### src/rtl/aes_block_loader_pkg.sv
// Shared types and constants for the AES-128 block loader.
package aes_block_loader_pkg;

   localparam int AES_WORDS_PER_BLOCK = 4;
   // Launch-to-done cycles of the iterative AES-128 core.
   localparam int AES_CORE_LATENCY    = 11;
   // Watchdog default: core latency plus a few cycles of slack.
   localparam int AES_TIMEOUT_DEFAULT = AES_CORE_LATENCY + 5;

   typedef logic [127:0] aes_block_t;
   typedef logic [31:0]  aes_word_t;

   // Whether the core has an encryption in flight.
   typedef enum logic {
      CORE_IDLE = 1'b0,
      CORE_BUSY = 1'b1
   } core_state_t;

endpackage

### src/rtl/aes_word_packer.sv
// Packs four 32-bit stream words into one 128-bit block. The first word of a
// block lands in bits [127:96]. Once the block is full, input is stalled until
// the block is consumed.
module aes_word_packer
   import aes_block_loader_pkg::*;
(
   input  logic         clk,
   input  logic         reset,
   input  logic         s_valid,
   output logic         s_ready,
   input  logic [31:0]  s_data,
   input  logic         consume,
   output logic [127:0] block,
   output logic         full
);

   logic [1:0] word_cnt;
   logic [1:0] lane;
   logic       accept;

   assign s_ready = !full;
   assign accept  = s_valid && s_ready;
   assign lane    = 2'd3 - word_cnt;

   // Word capture, word counting and full flag.
   always_ff @(posedge clk or posedge reset) begin
      if (reset) begin
         word_cnt <= 2'd0;
         full     <= 1'b0;
         // NOTE: the buffer is reset as well, so a reset never lets a stale partial block leak into a later launch.
         block    <= '0;
      end else begin
         // NOTE: non-blocking assignments make every register here sample pre-edge values, so ordering inside the block does not matter.
         if (accept) begin
            block[32*lane +: 32] <= s_data;
            word_cnt             <= word_cnt + 2'd1;
            if (word_cnt == 2'(AES_WORDS_PER_BLOCK - 1)) begin
               full <= 1'b1;
            end
         end else if (consume) begin
            full <= 1'b0;
         end
      end
   end

endmodule

### src/rtl/aes_block_loader.sv
// Upstream feeder for the iterative AES-128 core. It packs stream words into
// blocks, holds the key, and launches a block only while the core is idle.
// A watchdog recovers the core state if the done strobe never arrives.
module aes_block_loader
   import aes_block_loader_pkg::*;
#(
   parameter int WORD_W  = 32,
   parameter int TIMEOUT = AES_TIMEOUT_DEFAULT,
   parameter int CNT_W   = 16
) (
   input  logic              clk,
   input  logic              reset,
   input  logic              s_valid,
   output logic              s_ready,
   input  logic [WORD_W-1:0] s_data,
   input  logic              key_wr,
   input  logic [127:0]      key_data,
   output logic              aes_valid_o,
   output logic [127:0]      aes_data_o,
   output logic [127:0]      aes_key_o,
   input  logic              aes_done_i,
   output logic              busy_o,
   output logic              err_o,
   output logic [CNT_W-1:0]  blk_cnt_o
);

   localparam int WD_W = $clog2(TIMEOUT);

   core_state_t     state;
   logic            key_set;
   logic            buf_full;
   logic [127:0]    buf_block;
   logic            launch;
   logic [WD_W-1:0] wd_cnt;

   assign launch = buf_full && (state == CORE_IDLE) && key_set;
   assign busy_o = (state == CORE_BUSY);

   aes_word_packer u_packer (
      .clk     (clk),
      .reset   (reset),
      .s_valid (s_valid),
      .s_ready (s_ready),
      .s_data  (s_data),
      .consume (launch),
      .block   (buf_block),
      .full    (buf_full)
   );

   // Key register; a write at a launch edge is seen by the core on that launch.
   always_ff @(posedge clk or posedge reset) begin
      if (reset) begin
         aes_key_o <= '0;
         key_set   <= 1'b0;
      end else if (key_wr) begin
         aes_key_o <= key_data;
         key_set   <= 1'b1;
      end
   end

   // Launch strobe, launched block and launch counter.
   always_ff @(posedge clk or posedge reset) begin
      if (reset) begin
         aes_valid_o <= 1'b0;
         aes_data_o  <= '0;
         blk_cnt_o   <= '0;
      end else begin
         aes_valid_o <= launch;
         if (launch) begin
            aes_data_o <= buf_block;
            blk_cnt_o  <= blk_cnt_o + CNT_W'(1);
         end
      end
   end

   // Core tracking FSM with watchdog; a timeout frees the core and latches err_o.
   always_ff @(posedge clk or posedge reset) begin
      if (reset) begin
         state  <= CORE_IDLE;
         wd_cnt <= '0;
         err_o  <= 1'b0;
      end else begin
         case (state)
            CORE_IDLE: begin
               if (launch) begin
                  state  <= CORE_BUSY;
                  wd_cnt <= '0;
               end
            end
            CORE_BUSY: begin
               if (aes_done_i) begin
                  state  <= CORE_IDLE;
                  wd_cnt <= '0;
               end else if (wd_cnt == WD_W'(TIMEOUT - 1)) begin
                  state  <= CORE_IDLE;
                  wd_cnt <= '0;
                  err_o  <= 1'b1;
               end else begin
                  wd_cnt <= wd_cnt + WD_W'(1);
               end
            end
            default: state <= CORE_IDLE;
         endcase
      end
   end

endmodule
### config.mk
export PLATFORM = sky130hd
export DESIGN_NAME = aes_block_loader
export DESIGN_NICKNAME = d
export VERILOG_FILES = /design/src/rtl/aes_block_loader_pkg.sv /design/src/rtl/aes_word_packer.sv /design/src/rtl/aes_block_loader.sv
export SDC_FILE = /design/constraint.sdc
export NUM_CORES = 1
export LEC_CHECK = 0
export CORE_MARGIN = 4
export CORE_UTILIZATION = 51
export DETAILED_ROUTE_END_ITERATION = 10
export GPL_TIMING_DRIVEN = 1
export PLACE_DENSITY = 0.85
export SETUP_SLACK_MARGIN = 0.15
export SLEW_MARGIN = 0
export SYNTH_ARGS = -nofsm -noshare
export SYNTH_HDL_FRONTEND = slang
export SYNTH_SLANG_ARGS = --single-unit
### constraint.sdc
create_clock -name clk -period 31.9 [get_ports clk]
set_input_delay 6.38 -clock clk [delete_from_list [all_inputs] [get_ports clk]]
set_output_delay 6.38 -clock clk [all_outputs]
set_load 0.01 [all_outputs]
==> flow_summary.ini <==
[synth]
ys_warn_count = 0
yosysTopAreaCell = dfrtp_1
ys_ff_latch = 411
ys_types = 37
synth_edf_count = 0
synthesis.nets = 1467
synth_top_area_share = 0.667
ys.flop_type = dfrtp_1
synth_area_leaders = dfrtp_1 (67%), nand2_1 (12%), mux2_2 (9.3%), a22o_1 (4.1%), buf_2 (0.97%)
syn_area_per_cell_um2 = 11.9
syn_area_mm2 = 0.0154
syn_inst = 1295
synth_async_sr_flop_share = 1.00
synth_seq_area_share = 0.667

[global_route]
grt_pass1_vias = 12300
track_usage = 0.279
antenna_found_initial = 13
grt_pass1_wl_um = 72200
grt_max_degree = 133
grt-ovfl-total = 0

[sta]
fmaxAchievable_ghz = 0.105
drv_slew = 0
period_minus_slack_ps = 9500
finClkSkew_ps = 18.3
finalHoldViolCount = 0
setup_viol = 0
fin_setup_tns_ps = 0
setup_slack_ps = 22400
rsz0062_at_grt = false
worst_slew_pin_slew_ps = 1190
max_slew_margin = 0.199
final.period_utilization = 0.298

[clocking]
cts_buffers = 42
cts_tree = yes
clk_path_buf_depth = 3
h-tree-depth = 2
clk_latency_ps = 530
cts_root_buf = clkbuf_16
post_cts_buffers = 0
cts.sinks = 411
cts_resized = 0
clk_pin_slew_ps = 60
postCtsHoldBufs = 0

[route]
drc_errors = 0
wl_um = 46900
drtIter0Drc = 869
dr.pass1.iters = 5
vias_per_cell = 5.39
ant_nets = 0
avgRoutedWirePerCell_um = 21.8
vias = 11600

[final_layout]
stdcell_count = 2155
nFillCells = 1963
layout-drive-gt1-share = 0.132
area_delta_synth_final_pct = 39.5
layout_commonest_cell = nand2_1
layout_common_cells = nand2_1 (475), clkdlybuf4s50_1 (439), dfrtp_1 (411)
final_nets = 1892

[die]
core_mm2 = 0.0297
fp.dieArea_mm2 = 0.0331
ios = 441
die-height_um = 182
fp-row-count = 63
die_width_um = 182
start_util = 0.519

[hold_path]
hold_path_class = reg2reg
whs_path_depth = 2

[placed_design]
placed_cells = 2066
globalplace.congestion = 0.924
io_buffers = 440
place_hpwl_um = 32800
pre_cts_ws_ps = 21630

[job]
drv_cap = 0

[worst_setup_path]
end_kind = async pin
arrival_ps = 10080
cp_max_fo = 132
startpoint_type = input pin
cp.required_ps = 32480
path_class = in2async
rr_worst_depth = 4

[status]
status = finished, final reports clean

[power_and_ir_drop]
irDropWorstVdd_v = 0.0000508
p_leak_nw = 10.0
powerDensity_mw_per_mm2 = 77.3
final timing paths:
kind,startpoint,to,slack [ps]
hold / removal,u_packer.block[67],aes_data_o[67],460
setup / recovery,reset,aes_data_o[36],22400
setup reg to reg,u_packer.full,u_packer.block[74],28810
min in group asynchronous,reset,aes_key_o[122],6430
max in group clk,s_valid,u_packer.block[74],22950
hold reg to reg,u_packer.block[67],aes_data_o[67],460
report_power, final:
part | total [mW] | switching, mW | internal, mW
Combinational | 0.454 | 0.243 | 0.211
Clock | 0.480 | 0.199 | 0.282
Sequential | 0.730 | 0.0838 | 0.647
Total | 1.66 | 0.526 | 1.14
synthesized netlist by cell type (3+ instances only):
library cell    n
a22o_1         73
a32o_1         12
buf_1          13
buf_2          30
clkbuf_1       25
dfrtp_1       411
ha_1            7
inv_1           6
mux2_2        128
nand2_1       476
nand3_1         7
nand4_1         5
nor2_1          6
nor4_1          3
o21ai_0        26
o21ai_1        13
o21ai_2        10
xnor2_1        14
flip-flops by register name (all words and copies together) (netlist names):
| signal | cells |
|---|---|
| aes_data_o | 128 |
| wd_cnt | 4 |
| err_o | 1 |
| u_packer.block | 128 |
| blk_cnt_o | 16 |
| u_packer.full | 1 |
| aes_key_o | 128 |
| aes_valid_o | 1 |
| u_packer.word_cnt | 2 |
| busy_o | 1 |
| key_set | 1 |
per-layer routing:
| metal | vias up | global-route usage | routed length (um) |
|---|---|---|---|
| met4 | 0 | 0.104 | 1730 |
| met2 | 480 | 0.479 | 24100 |
| li1 | 5173 | - | - |
| met3 | 93 | 0.0715 | 3800 |
| met5 | - | 0 | 0 |
| met1 | 5875 | 0.341 | 17300 |
per-stage QoR:
stage          cell area, um2  hold WS (ps)  power [mW]   util
4_1_cts                 21500           469        1.67  0.723
6_report                21500           462        1.66  0.724
5_1_grt                 21500           494        1.75  0.724
3_5_place_dp            20100           453        1.19  0.677
2_1_floorplan           15400           439       0.949      -
3_3_place_gp            20100           446        1.17  0.677
cells by family (layout without fill, tap and decap cells):
| group | Yosys count | count (layout) | synth area share |
|---|---|---|---|
| and+or+nand+nor | 513 | 513 | 0.132 |
| DFF | 411 | 411 | 0.667 |
| AOI/OAI and AO/OA | 140 | 140 | 0.0702 |
| muxes | 128 | 128 | 0.0934 |
| buffers and inverters | 80 | 536 | 0.0234 |
| xor gates and xnor gates | 16 | 16 | 0.00908 |
| adders and majority gates | 7 | 7 | 0.00568 |
| other | 0 | 14 | 0 |
worst max-delay path: stages:
cell	delay, ps
clkdlybuf4s50_1	500
inv_8	610
buf_4	910
buf_4	800
buf_4	720
layout make-up:
cell class                 instances  area [um2]  share of cell area
antenna                           14        35.0             0.00163
clock buffer                      64        1260              0.0588
clock inverter                    11        90.1             0.00419
inverter                           8        40.0             0.00186
multi-input combinational        804        4820               0.224
sequential                       411       10300               0.478
tap                              390         488              0.0227
timing repair buffer             453        4500               0.209
Note: power is estimated with default switching activity, not from simulation.
